`src/rtl/blur_out_packer.sv`:
```
// Packs the blurred 8-bit pixel stream into 32-bit words tagged with sof/eol/eof and
// buffers them in a show-ahead FIFO. Optional statistics counters: `define BLUR_PACK_STATS_EN.
module blur_out_packer #(
   parameter int IMG_W      = 32,
   parameter int IMG_H      = 24,
   parameter int FIFO_DEPTH = 8
) (
   input  logic        clk,
   input  logic        rst_n,
   input  logic [7:0]  pix_in,
   input  logic        pix_vld,
   output logic [31:0] m_data,
   output logic        m_sof,
   output logic        m_eol,
   output logic        m_eof,
   output logic        m_valid,
   input  logic        m_ready,
   output logic        ovf_err,
   input  logic        clr_err,
   output logic        frame_done
`ifdef BLUR_PACK_STATS_EN
   ,
   output logic [15:0] frame_cnt,
   output logic [15:0] drop_cnt
`endif
);

   localparam int WPL = IMG_W / 4;
   localparam int CW  = (WPL > 1) ? $clog2(WPL) : 1;
   localparam int RW  = (IMG_H > 1) ? $clog2(IMG_H) : 1;
   localparam int AW  = $clog2(FIFO_DEPTH);
   localparam int EW  = 35;  // {sof, eol, eof, data[31:0]}

   logic [1:0]    lane_q, lane_d;
   logic [23:0]   pack_q, pack_d;
   logic [CW-1:0] word_col_q, word_col_d;
   logic [RW-1:0] row_q, row_d;
   logic [AW:0]   wr_ptr_q, wr_ptr_d, rd_ptr_q, rd_ptr_d;
   logic [EW-1:0] mem_q [FIFO_DEPTH];
   logic [EW-1:0] mem_d [FIFO_DEPTH];
   logic          ovf_q, ovf_d;
   logic          frame_done_q, frame_done_d;

   logic          push_req, push_ok, pop, drop, empty, full;
   logic          sof, eol, eof;
   logic [EW-1:0] head;

   assign empty = (wr_ptr_q == rd_ptr_q);
   assign full  = (wr_ptr_q[AW-1:0] == rd_ptr_q[AW-1:0]) && (wr_ptr_q[AW] != rd_ptr_q[AW]);
   assign head  = mem_q[rd_ptr_q[AW-1:0]];

   assign push_req = pix_vld && (lane_q == 2'd3);
   assign pop      = !empty && m_ready;
   // A full FIFO still accepts a word when the head leaves in the same cycle.
   assign push_ok  = push_req && (!full || pop);
   assign drop     = push_req && full && !pop;

   assign sof = (word_col_q == '0) && (row_q == '0);
   assign eol = (word_col_q == CW'(WPL - 1));
   assign eof = eol && (row_q == RW'(IMG_H - 1));

   always_comb begin
      lane_d     = lane_q;
      pack_d     = pack_q;
      word_col_d = word_col_q;
      row_d      = row_q;
      wr_ptr_d   = wr_ptr_q;
      rd_ptr_d   = rd_ptr_q;
      mem_d      = mem_q;
      if (pix_vld) begin
         lane_d = lane_q + 2'd1;
         case (lane_q)
            2'd0:    pack_d[7:0]   = pix_in;
            2'd1:    pack_d[15:8]  = pix_in;
            2'd2:    pack_d[23:16] = pix_in;
            default: pack_d        = pack_q;
         endcase
      end
      // Position advances on every completed word, dropped or not, to keep alignment.
      if (push_req) begin
         if (eol) begin
            word_col_d = '0;
            row_d      = eof ? '0 : row_q + RW'(1);
         end else begin
            word_col_d = word_col_q + CW'(1);
         end
      end
      if (push_ok) begin
         mem_d[wr_ptr_q[AW-1:0]] = {sof, eol, eof, pix_in, pack_q};
         wr_ptr_d = wr_ptr_q + (AW+1)'(1);
      end
      if (pop) rd_ptr_d = rd_ptr_q + (AW+1)'(1);
      ovf_d        = drop | (ovf_q & ~clr_err);
      frame_done_d = pop && head[32];
   end

   always_ff @(posedge clk or negedge rst_n) begin
      if (!rst_n) begin
         lane_q       <= '0;
         pack_q       <= '0;
         word_col_q   <= '0;
         row_q        <= '0;
         wr_ptr_q     <= '0;
         rd_ptr_q     <= '0;
         ovf_q        <= 1'b0;
         frame_done_q <= 1'b0;
         for (int i = 0; i < FIFO_DEPTH; i++) mem_q[i] <= '0;
      end else begin
         lane_q       <= lane_d;
         pack_q       <= pack_d;
         word_col_q   <= word_col_d;
         row_q        <= row_d;
         wr_ptr_q     <= wr_ptr_d;
         rd_ptr_q     <= rd_ptr_d;
         ovf_q        <= ovf_d;
         frame_done_q <= frame_done_d;
         for (int i = 0; i < FIFO_DEPTH; i++) mem_q[i] <= mem_d[i];
      end
   end

   // Head fields read as zero whenever nothing is queued.
   assign m_valid    = !empty;
   assign m_data     = empty ? 32'd0 : head[31:0];
   assign m_sof      = !empty && head[34];
   assign m_eol      = !empty && head[33];
   assign m_eof      = !empty && head[32];
   assign ovf_err    = ovf_q;
   assign frame_done = frame_done_q;

`ifdef BLUR_PACK_STATS_EN
   logic [15:0] frame_cnt_q, frame_cnt_d, drop_cnt_q, drop_cnt_d;

   always_comb begin
      frame_cnt_d = frame_cnt_q + 16'(frame_done_q);
      if (clr_err)
         drop_cnt_d = 16'(drop);
      else if (drop && drop_cnt_q != 16'hFFFF)
         drop_cnt_d = drop_cnt_q + 16'd1;
      else
         drop_cnt_d = drop_cnt_q;
   end

   always_ff @(posedge clk or negedge rst_n) begin
      if (!rst_n) begin
         frame_cnt_q <= '0;
         drop_cnt_q  <= '0;
      end else begin
         frame_cnt_q <= frame_cnt_d;
         drop_cnt_q  <= drop_cnt_d;
      end
   end

   assign frame_cnt = frame_cnt_q;
   assign drop_cnt  = drop_cnt_q;
`endif

endmodule
```
`config.mk`:
```
export PLATFORM = sky130hd
export DESIGN_NAME = blur_out_packer
export DESIGN_NICKNAME = d
export VERILOG_FILES = /design/src/rtl/blur_out_packer.sv
export SDC_FILE = /design/constraint.sdc
export NUM_CORES = 1
export LEC_CHECK = 0
export CORE_MARGIN = 2
export CORE_UTILIZATION = 34
export CTS_CLUSTER_SIZE = 14
export DETAILED_ROUTE_END_ITERATION = 8
export GPL_ROUTABILITY_DRIVEN = 0
export GPL_TIMING_DRIVEN = 1
export PLACE_DENSITY_LB_ADDON = 0.05
export REMOVE_ABC_BUFFERS = 1
export SYNTH_ARGS = -nofsm -noshare
export SYNTH_HDL_FRONTEND = slang
export SYNTH_SLANG_ARGS = --single-unit
```
`constraint.sdc`:
```
create_clock -name clk -period 2.3 [get_ports clk]
set_clock_uncertainty 0.15 [all_clocks]
set_input_delay 0.23 -clock clk [delete_from_list [all_inputs] [get_ports clk]]
set_output_delay 0.23 -clock clk [all_outputs]
set_load 0.1 [all_outputs]
```
* Yosys cells after proc, flatten, opt, wreduce, memory -nomap -nowiden
Cells that the tools add are included.
** Storage, ports and cells
- Bits of input ports :: 13
- Output and inout port bits :: 38
- Logic and storage cells :: 72
- Register bits :: 324
** Operators by class
- Muxes and demuxes :: 9
- Bitwise gates (word level) :: 5
- Equal/unequal tests :: 8
- Reduce and logical (&&, ||, !) cells :: 24
- Magnitude comparators :: 3
- $add $sub $neg :: 5
** Operators by type and width (count)
- 280-bit bitwise mux :: 1
- 35-bit binary-select mux with 3-bit select :: 1
- 35-bit demux with 3-bit select :: 1
- 35-bit two-way mux :: 3
- 32-bit two-way mux :: 1
- 1-bit logical AND :: 13
- 4-bit by 1-bit adder with 4-bit output, second input constant :: 2
- 4-bit greater-or-equal comparator, second input constant :: 2
- 3-bit inverter with 4-bit output :: 2
- 2-bit AND reduction :: 4
- 5-bit by 1-bit adder with 5-bit output, second input constant :: 1
- 5-bit equality test, second input constant :: 1
- 5-bit zero test :: 1
- 5-bit two-way mux :: 1
- 2-bit equality test, second input constant :: 2
- 4-bit equality test :: 1
- 4-bit by 1-bit < comparator with 1-bit output, second input constant :: 1
- 3-bit by 1-bit adder with 3-bit output, second input constant :: 1
- 3-bit equality test :: 1
- 3-bit equality test, second input constant :: 1
- 1-bit zero test :: 3
- 3-bit zero test :: 1
- 3-bit two-way mux :: 1
- 2-bit by 1-bit adder with 2-bit output, second input constant :: 1
- other kinds (7) :: 7

* Logic depth before layout (Yosys ltp)
Gate-level depths: netlist of the first run.
- Depth after elaboration :: 6
- Depth in mapped cells :: 7
- Depth with buffers taken out :: 6

* Worst setup path before layout of the first run
OpenSTA, ideal clock, no wires.
- Path kind :: register -> output
- From :: register rd_ptr_q[0]
- To :: output m_data[13]
- Slack :: -776 ps
- Data required time :: 1920 ps
- Buffers on the path :: 2
- Cell stages (with the launch flop) :: 6
- Data arrival time :: 2696 ps
- Cells stage by stage :: dfrtp_1 -> buf_4 -> buf_1 -> mux4_2 -> mux2i_1 -> nor2_1
** Between the ends
- Longest elaborated chain between the ends :: 5
** Ends and longest elaborated chain
- from (decl) :: RTL line 38 : logic [AW:0] wr_ptr_q, wr_ptr_d, rd_ptr_q, rd_ptr_d;
- from (signal assigned) :: RTL line 114 : rd_ptr_q <= rd_ptr_d;
- 3-bit inverter with 4-bit output (not written as such) :: RTL line 50 : assign head = mem_q[rd_ptr_q[AW-1:0]];
- 35-bit binary-select mux with 3-bit select :: RTL line 50
- 35-bit two-way mux (not written as such) (2 in a row) :: RTL line 50
- 32-bit two-way mux (*) :: RTL line 123 : assign m_data = empty ? 32'd0 : head[31:0];
- to (decl) :: RTL line 12 : output logic [31:0] m_data,
Every way passes the cells marked *; elsewhere a longest branch is shown, timed or not. The select of a mux whose other input is x is not followed.

* Final worst setup path of the first run
- From :: register rd_ptr_q[0]
- To :: register mem_q[119] in the netlist's numbering
** Between the ends
- Longest elaborated chain between the ends :: 5
** Ends and longest elaborated chain
- 4-bit equality test or 3-bit equality test (tied branches) :: RTL line 48, 49
- 1-bit zero test or 1-bit logical AND (tied branches) :: RTL line 53, 49
- 1-bit logical AND or 1-bit zero test (tied branches) :: RTL line 53, 55
- 1-bit logical OR (*) :: RTL line 55 : assign push_ok = push_req && (!full || pop);
- 1-bit logical AND (*) :: RTL line 55
- to (decl) :: RTL line 39 : logic [EW-1:0] mem_q [FIFO_DEPTH];
Every way passes the cells marked *; elsewhere a longest branch is shown, timed or not.
A chain may end at the register's enable or synchronous reset.

==> results of run 1 <==
-- where the power goes --
part	switching, mW	internal (mW)	total (mW)
clock network	2.38	3.54	5.91
registers	1.49	7.77	9.26
logic	8.36	7.75	16.1
-- worst paths after layout --
| kind | start | endpoint | slack [ps] | cells after the start |
|---|---|---|---|---|
| max | rd_ptr_q[0] | mem_q[119] | -460 | 11 |
| max reg2reg | rd_ptr_q[0] | mem_q[119] | -460 | 11 |
| min reg2reg | mem_q[196] | mem_q[196] | 350 | 1 |
| max in group asynchronous | rst_n | pack_q[19] | 1110 | 3 |
| min in group clk | clr_err | ovf_err | 120 | 2 |
| min | rst_n | mem_q[245] | 70 | 2 |
-- metal layers --
| metal | up-vias | global-route usage (%) |
|---|---|---|
| li1 | 3782 | - |
| met4 | 0 | 3.93 |
| met3 | 54 | 3.23 |
| met2 | 101 | 27.1 |
| met5 | - | 0 |
| met1 | 4599 | 27.7 |
-- flip-flops by register name, indices dropped and copies added, names as in the netlist --
name,count
row_q,5
lane_q,2
rd_ptr_q,4
frame_done,1
mem_q,280
word_col_q,3
wr_ptr_q,4
pack_q,24
ovf_err,1
-- synthesized netlist by cell type (all sizes together), types with 2 or more instances --
library cell and number:
ha 11, mux2i 43, dfrtp 324, nand2 13, nor2 40, o21ai 9
buf 41, nand3 3, xor2 7, a21oi 4, nand4 3, a21o 2
nor4b 2, xnor2 4, inv 17, clkbuf 23, nor4 2, mux4 70
mux2 299, nor3 5, or3 2
-- metrics by stage --
| step | power, mW | util (%) |
|---|---|---|
| after floorplan | 17.8 | - |
| after global placement | 23.5 | 39.6 |
| after global routing | 32.9 | 46.0 |
| after detailed placement | 23.6 | 39.6 |
| after CTS | 30.7 | 44.9 |
| final | 31.3 | 46.0 |
-- what timing repair did --
action / in CTS / in global routing
setup endpoints to repair: 206 / 321
endpoints found under the hold margin: 294 / 0
resized for setup: 94 / 102
gates cloned: 15 / 8
hold buffers: 1 / 0
pin swaps: 4 / 6
buffers inserted: 33 / 13
-- critical path, stage by stage (launching register included) --
cell and delay (ps):
dfrtp_4 510, buf_4 150, xor2_2 140, buf_4 130, or3_4 370, buf_6 140, buf_4 150, o21ai_4 160
buf_12 150, buf_12 110, buf_12 130, mux2_2 330
-- cell type report --
type	count	area, um2	area share, %
multi-input cells	532	6690	33.8
inverters	17	63.8	0.323
clock buffers	53	1100	5.56
flip-flops and latches	324	8120	41.1
well taps	585	732	3.70
repair buffers	191	2970	15.0
clock inverters	10	104	0.525
-- logic make-up after synthesis --
| group | count (synthesis) | synth area share [%] |
|---|---|---|
| xor+xnor | 11 | 0.704 |
| fa+ha+maj | 11 | 0.934 |
| compound gates | 20 | 1.38 |
| mux | 412 | 36.5 |
| flops | 324 | 55.0 |
| simple gates | 78 | 2.53 |
| buf+inv | 81 | 3.00 |
==> impl_results.md, run 1 <==
* Violated checks: negative setup slack
* LEAKAGE at 9.21 nW
* Area of the core at 43000 um2
* Antenna-violating nets left at 0
* Placed standard-cell area at 17000 um2
* Post-synth EDFFs at 0
* Vias at 8536
* Die ar. at 45000 um2
* Maxcap violations at 0
* Main synth FF type: dfrtp_1
* Synthesized flop and latch total at 324
* Clock root cell: clkbuf_16
* Area delta synth->final at 34.1%
* Syn_area_per_cell at 15.7 um2
* Gr usage total at 18.2%
* Sequential area share after synthesis at 55.0%
* Total wire length at 40000 um
* Final period util at 120%
* Clock Latency Late Sink at 540 ps
* Critical path type: reg2reg
* Row count at 76
* Dpl hpwl at 22200 um
* First-pass DRT Iterations at 4
* Remaining Overflow, GRT at 0
* Endpoints failing hold at 0
* Fin cells at 1712
* Clock Sink Count at 324
* PwrDens at 1580 nW/um2
* Async S/R FF share, synth at 100%
* Met3 WL at 1230 um
* Status: finished with violations
* Largest net degree at the start of global routing at 55
* Yosys cell types at 45
* Post-synth top area share at 55.0%
* Clk pin slew, worst setup/hold paths at 60 ps
* Peak Freq at 0.362 GHz
* CTS tree: done
* I/O pins at 51
* Top Metal Used: met4
* Design Area, Final at 19800 um2
* Number of global-route vias before repair at 9079
* Starting Density at 34.3%
* Tmin final at 2760 ps
* Placed cells at 1593
* Most area-hungry cell type in the Yosys netlist: dfrtp_1
* Worst-Margin Slew at 617 ps
* H-tree depth at 2
* Share of cells above drive strength 1 at 57.7%
* Filler cell count at 3877
* Avg Vias per Cell at 4.99
* Final setup violation count at 297
* Fin Hold WS at 74.6 ps
* Synthesized cell area at 14700 um2
* Global-route wire length before repair at 60300 um
* Wl on met1 at 20400 um
* Yosys warnings at 0
* DIE WIDTH at 212 um
* Crit end category: flip-flop
* Most frequent cells in the layout: dfrtp_1, mux2_2, buf_12, mux2_4, mux4_2
* Max rail drop VDD at 1350 uV
* CP required at 2570 ps
* Drc violations at 0
* Initial antenna violation count at 0
* Port bufs at 50
* Setup TNS at -70640 ps
* Maximum root-to-sink buffer count at 3
* Fin. max-slew vios at 0
* Worst setup margin at -464 ps
* Post-Syn Instances at 937
* Nets at 1129
* Rel. slew slack at 58.7%
* RSZ-0062 raised after global routing: true
* Post-Place Worst Slack at -213 ps
* Wire length on met2 at 17800 um
* Wire per inst at 23.4 um
* Initial DRC count at 367
* Die H at 212 um
* Commonest non-fill, non-tap cell in the layout: dfrtp_1
* CTS buffer count at 39
* Hold crit path type: in2async
* Critical-path maximum fanout at 7
* Worst setup SP type: flip-flop
* Crit path DAT at 3030 ps
* Top cells by area, synth: dfrtp_1, mux2_2, mux4_2
* N_diodes at 0
(Power assumes the default switching activity.)
==> inputs of run 2 (changes only) <==
--- a/config.mk
+++ b/config.mk
@@ -11,7 +11,7 @@
 export DETAILED_ROUTE_END_ITERATION = 8
 export GPL_ROUTABILITY_DRIVEN = 0
 export GPL_TIMING_DRIVEN = 1
-export PLACE_DENSITY_LB_ADDON = 0.05
+export PLACE_DENSITY = 0.55
 export REMOVE_ABC_BUFFERS = 1
 export SYNTH_ARGS = -nofsm -noshare
 export SYNTH_HDL_FRONTEND = slang
==> run 2 against run 1 <==
The flow still finishes with violations (negative setup slack). Power increased by 0.74%. Sequential share of layout area shrank 0.46 points. Critical path depth is 3 lower. Cell count grew 0.93%. Setup slack worse by 14 ps. Combinational power hardly changed.
==> impl_results.md, run 2 (synthesis results as in run 1) <==
* Status: finished with violations
* Violated checks: negative setup slack
* Combinational share of power at 51.8% (+0.3 points)
* Total wire length at 40000 um (about the same)
* Clock Latency Late Sink at 530 ps (about the same)
* Total power at 31.5 mW (+0.74%)
* Top reg by flops: mem_q
* RSZ-0062 raised after global routing: true
* Critical-path maximum fanout at 6 (-1)
* Global-route wire length before repair at 58800 um (-2.6%)
* Clock power share at 19.0% (about the same)
* H-tree depth at 2 (unchanged)
* Top Registers: mem_q (280), pack_q (24), row_q (5)
* Area delta synth->final at 35.6%
* Worst-Margin Slew at 620 ps (+2.76 ps)
* Worst setup SP type: flip-flop
* Die H at 212 um (unchanged)
* Slowest stage delay, CP at 490 ps (-20 ps)
* CP required at 1920 ps (-650 ps)
* Avg Vias per Cell at 5.05 (+1.4%)
* Starting Density at 34.3% (unchanged)
* Row count at 76 (unchanged)
* Worst setup margin at -477 ps (-13.6 ps)
* Largest net degree at the start of global routing at 69 (+25%)
* First-pass DRT Iterations at 4 (unchanged)
* Worst path buffer plus inverter count at 5 (-2)
* Area of the core at 43000 um2 (unchanged)
* RR Startpoint: rd_ptr_q[0]
* Placed standard-cell area at 16900 um2 (-0.66%)
* CP most frequent cell: buf_12
* Nets at 1141 (+1.1%)
* Max FFs per register at 280 (unchanged)
* Commonest non-fill, non-tap cell in the layout: dfrtp_1
* Clock Sink Count at 324 (unchanged)
* PwrDens at 1580 nW/um2 (-0.40%)
* LEAKAGE at 9.24 nW (+0.29%)
* CTS buffer count at 37 (-5.1%)
* Most frequent cells in the layout: dfrtp_1, mux2_2, buf_12, mux4_2, buf_4
* Initial antenna violation count at 0 (unchanged)
* Design Area, Final at 20000 um2 (+1.1%)
* DIE WIDTH at 212 um (unchanged)
* N_diodes at 0 (unchanged)
* Antenna-violating nets left at 0 (unchanged)
* Vias at 8733 (+2.3%)
* Fin. max-slew vios at 0 (unchanged)
* Fin Hold WS at 128 ps (+53.6 ps)
* Clk pin slew, worst setup/hold paths at 60 ps (about the same)
* I/O pins at 51 (unchanged)
* Remaining Overflow, GRT at 0 (unchanged)
* Share of cells above drive strength 1 at 59.8% (+2.2 points)
* Max rail drop VDD at 1600 uV (+18%)
* Sw power at 12.3 mW (+0.90%)
* Sw frac at 39.2% (+0.062 points)
* Critical path type: reg2out
* Dpl hpwl at 20300 um (-8.7%)
* Hold crit path type: in2async
* Clock root cell: clkbuf_16
* Rel. slew slack at 58.7% (about the same)
* Final period util at 121% (+0.59 points)
* Sequential Power Share at 29.3% (-0.3 points)
* Crit-path cells: buf_12, buf_12, buf_6, mux4_2, mux2i_1, buf_4, nor2_2, buf_12
* Die ar. at 45000 um2 (unchanged)
* Gr usage total at 17.5% (-0.74 points)
* Setup TNS at -52420 ps (+18230 ps)
* Filler cell count at 3754 (-3.2%)
* Final setup violation count at 270 (-9.1%)
* Crit-path leading delay family: buffers and inverters
* Crit path DAT at 2400 ps (-630 ps)
* Maximum root-to-sink buffer count at 3 (unchanged)
* Maxcap violations at 0 (unchanged)
* Wire per inst at 23.2 um (-0.99%)
* Post-Place Worst Slack at -157 ps (+56.0 ps)
* Port bufs at 50 (unchanged)
* Endpoints failing hold at 0 (unchanged)
* Tmin final at 2780 ps (+13.6 ps)
* Crit end category: output pin
* CP max stage cell: mux4_2
* Cell internal pwr at 19.2 mW (+0.64%)
* Drc violations at 0 (unchanged)
* Initial DRC count at 409 (+11%)
* Worst Setup SP: rd_ptr_q[0]
* Reg2reg setup slack at -350 ps (+110 ps)
* Number of global-route vias before repair at 9232 (+1.7%)
* CTS tree: done
* Peak Freq at 0.360 GHz (-0.49%)
-- run 2: cell types whose count changed in the layout (fill, tap and decap cells not counted), sizes merged --
cell	before	now
buf	170	184
clkinvlp	0	2
-- run 2: power groups by stage --
stage          combinational (mW)  clock, mW  sequential [mW]
3_3_place_gp                 14.1          0             9.19
3_5_place_dp                 14.3          0             9.25
5_1_grt                      17.1       6.36             9.53
6_report                     16.3       5.98             9.23
2_1_floorplan                8.53          0             9.29
4_1_cts                      15.9       6.11             9.17
-- run 2: worst paths after layout --
| check | end | cells past startpoint |
|---|---|---|
| max in group asynchronous | mem_q[8] | 3 |
| min in group clk | ovf_err | 2 |
| max | m_data[19] | 8 |
| max reg2reg | mem_q[252] | 10 |
| min reg2reg | mem_q[41] | 1 |
| min | mem_q[121] | 2 |
-- run 2: what timing repair did --
| action | CTS | global route |
|---|---|---|
| setup endpoints to repair | 158 | 237 |
| cloned | 22 | 10 |
| hold endpoints to repair | 64 | 0 |
| setup buffers | 34 | 23 |
| hold buffers | 1 | 0 |
| pin swaps | 10 | 11 |
| gates resized for setup | 106 | 95 |
-- run 2: final cells by class --
cell class                      instances  area, um2  share of cell area, %
Inverter                               17       63.8                  0.319
Clock inverter                         12        126                  0.632
Tap cell                              585        732                   3.66
Sequential cell                       324       8120                   40.6
Clock buffer                           53       1120                   5.60
Timing Repair Buffer                  205       3200                   16.0
Multi-Input combinational cell        532       6630                   33.2
-- run 2: per-stage QoR --
step	utilization, %	instances
floorplan	-	873
global placement	39.3	1588
detailed placement	39.3	1588
CTS	45.3	1708
global route	46.5	1728
finish	46.5	1728
-- run 2: worst register-to-register path, cell delays in order, from the launching register on --
cell and delay [ps]:
dfrtp_4 510, buf_4 150, xor2_2 170, or3_4 370, buf_6 150, buf_4 140, o21ai_4 190, buf_6 160
buf_12 110, buf_16 110, mux2_2 320
-- run 2: per-layer routing --
| layer | global-route usage (%) | wire, um |
|---|---|---|
| met1 | 25.4 | 18600 |
| met2 | 27.9 | 18400 |
| met3 | 2.39 | 2320 |
| met4 | 4.08 | 780 |
| met5 | 0 | 0 |
==> inputs of run 3 (changes only) <==
--- a/config.mk
+++ b/config.mk
@@ -7,12 +7,13 @@
 export LEC_CHECK = 0
 export CORE_MARGIN = 2
 export CORE_UTILIZATION = 34
+export CTS_CLUSTER_DIAMETER = 30
 export CTS_CLUSTER_SIZE = 14
 export DETAILED_ROUTE_END_ITERATION = 8
-export GPL_ROUTABILITY_DRIVEN = 0
 export GPL_TIMING_DRIVEN = 1
 export PLACE_DENSITY = 0.55
 export REMOVE_ABC_BUFFERS = 1
+export SLEW_MARGIN = 5
 export SYNTH_ARGS = -nofsm -noshare
 export SYNTH_HDL_FRONTEND = slang
 export SYNTH_SLANG_ARGS = --single-unit
==> run 3 against run 2 <==
Cell count grew 3.7%. Combinational power shrank 3%. The run still ends with negative setup slack left. Highest routed layer unchanged. Via count grew 2.9%. Setup slack lost 60 ps. Power grew 16%. Design area grew 5.7%. Worst hold slack lost 38 ps.
==> impl_results.md, run 3 (synthesis results as in run 1) <==
* CTS buffer count at 80 (+120%)
* Final setup violation count at 215 (-20%)
* Final period util at 123% (+2.6 points)
* N_diodes at 0 (unchanged)
* Global-route wire length before repair at 60900 um (+3.6%)
* Starting Density at 34.3% (unchanged)
* Initial DRC count at 463 (+13%)
* Area delta synth->final at 43.4%
* Peak Freq at 0.352 GHz (-2.1%)
* Row count at 76 (unchanged)
* Gr usage total at 18.2% (+0.72 points)
* Largest net degree at the start of global routing at 69 (unchanged)
* GP Congestion at 0.704
* Wire length on met2 at 18900 um (+3.1%)
* Port bufs at 50 (unchanged)
* Dpl hpwl at 20300 um (unchanged)
* Remaining Overflow, GRT at 0 (unchanged)
* CP required at 1920 ps (about the same)
* Worst setup margin at -537 ps (-59.9 ps)
* Total power at 36.5 mW (+16%)
* Fin. max-slew vios at 0 (unchanged)
* Area of the core at 43000 um2 (unchanged)
* Placed standard-cell area at 16900 um2 (unchanged)
* R2R cell count at 10 (unchanged)
* Critical path type: reg2out
* Post-Place Worst Slack at -157 ps (unchanged)
* RR Startpoint: rd_ptr_q[0]
* Max FFs per register at 280 (unchanged)
* Clock Latency Late Sink at 570 ps (+40 ps)
* Crit path DAT at 2460 ps (+60 ps)
* Clock root cell: clkbuf_16
* Crit-path cells: buf_4, xor2_2, buf_6, nor4_4, buf_6, bufbuf_16, nor2_2, buf_12
* H-tree depth at 3 (+1)
* Hold crit path type: in2async
* Design Area, Final at 21100 um2 (+5.7%)
* Worst path buffer plus inverter count at 5 (unchanged)
* Top Metal Used: met4
* Commonest non-fill, non-tap cell in the layout: dfrtp_1
* Tmin final at 2840 ps (+59.9 ps)
* Rel. slew slack at 57.9% (-0.79 points)
* Wl on met1 at 18600 um (+0.27%)
* Violated checks: negative setup slack
* PwrDens at 1730 nW/um2 (+9.5%)
* LEAKAGE at 9.86 nW (+6.8%)
* Total wire length at 40300 um (+0.66%)
* I/O pins at 51 (unchanged)
* Slowest stage delay, CP at 500 ps (about the same)
* Antenna-violating nets left at 0 (unchanged)
* Critical-path maximum fanout at 5 (-1)
* Drc violations at 0 (unchanged)
* Final core occ at 49.2% (+2.7 points)
* Wire per inst at 22.5 um (-2.9%)
* CTS tree: done
* Clock Sink Count at 324 (unchanged)
* Avg Vias per Cell at 5.01 (-0.81%)
* Crit-path leading delay family: buffers and inverters
* Status: finished with violations
* Top Registers: mem_q (280), pack_q (24), row_q (5)
* Crit end category: output pin
* Die H at 212 um (unchanged)
* RSZ-0062 raised after global routing: true
* Reg2reg setup slack at -380 ps (-30 ps)
* Number of global-route vias before repair at 9710 (+5.2%)
* Met3 WL at 1950 um (-16%)
* Nets at 1166 (+2.2%)
* Die ar. at 45000 um2 (unchanged)
* Endpoints failing hold at 0 (unchanged)
* Top reg by flops: mem_q
* Most frequent cells in the layout: dfrtp_1, mux2_2, clkbuf_16, buf_12, mux4_2
* Max rail drop VDD at 1560 uV (-2.3%)
* Vias at 8983 (+2.9%)
* Maxcap violations at 0 (unchanged)
* Initial antenna violation count at 0 (unchanged)
* RR Endpoint: mem_q[134]
* Maximum root-to-sink buffer count at 3 (unchanged)
* DIE WIDTH at 212 um (unchanged)
* Worst-Margin Slew at 632 ps (+11.8 ps)
* CP most frequent cell: buf_6
* First-pass DRT Iterations at 4 (unchanged)
* CP max stage cell: dfrtp_4
* Clk pin slew, worst setup/hold paths at 40 ps (-20 ps)
* Share of cells above drive strength 1 at 59.4% (-0.44 points)
* Worst setup SP type: flip-flop
## run 3: final cells by class
cell class              count  area (um2)
fillers                  3672       21800
flip-flops and latches    324        8120
multi-input cells         532        6470
repair buffers            187        2990
clock buffers             103        2240
well taps                 585         732
clock inverters            44         524
inverters                  17        63.8
## run 3: where the power goes
| group | switching [mW] | internal (mW) | total, mW |
|---|---|---|---|
| clock | 3.51 | 7.88 | 11.4 |
| sequential | 1.46 | 7.79 | 9.24 |
| combinational | 8.30 | 7.54 | 15.8 |
## run 3: worst max-delay path by stage
| stage | start | endpoint | slack (ps) | cells after the start |
|---|---|---|---|---|
| floorplan | rd_ptr_q[0] | m_data[0] | -3950 | 3 |
| global placement | pix_vld | mem_q[27] | -140 | 7 |
| detailed placement | pix_vld | mem_q[16] | -160 | 7 |
| CTS | rd_ptr_q[0] | m_data[16] | -580 | 7 |
| global route | rd_ptr_q[0] | m_data[26] | -600 | 7 |
| finish | rd_ptr_q[0] | m_data[2] | -540 | 8 |
## run 3: timing repair
| action | in CTS | in global routing |
|---|---|---|
| hold buffers | 1 | 0 |
| endpoints found under the hold margin | 281 | 0 |
| setup buffers | 28 | 7 |
| setup endpoints to repair | 158 | 262 |
| pin swaps | 9 | 6 |
| gates cloned | 22 | 5 |
| resized for setup | 95 | 37 |
## run 3: layer usage
| layer | GRT usage [%] | up-vias |
|---|---|---|
| met3 | 3.43 | 66 |
| met2 | 28.5 | 187 |
| li1 | - | 3881 |
| met4 | 6.27 | 0 |
| met1 | 25.5 | 4849 |
| met5 | 0 | - |
## run 3: worst register-to-register path, delay by kind of cell (launching register included)
kind                      cells  cell delay [ps]
DFF                           1              500
xor gates and xnor gates      1              180
muxes                         1              330
AOI/OAI and AO/OA             1              190
and+or+nand+nor               1              370
buffers and inverters         6              830
## run 3: through the flow
stage | instances | setup TNS [ps] | hold WS [ps]
final | 1792 | -62310 | 90.6
after floorplan | 873 | -965760 | -216
after detailed placement | 1588 | -22380 | 95.5
after global placement | 1588 | -21780 | 97.6
after CTS | 1784 | -59830 | 81.5
after global routing | 1792 | -73880 | 124
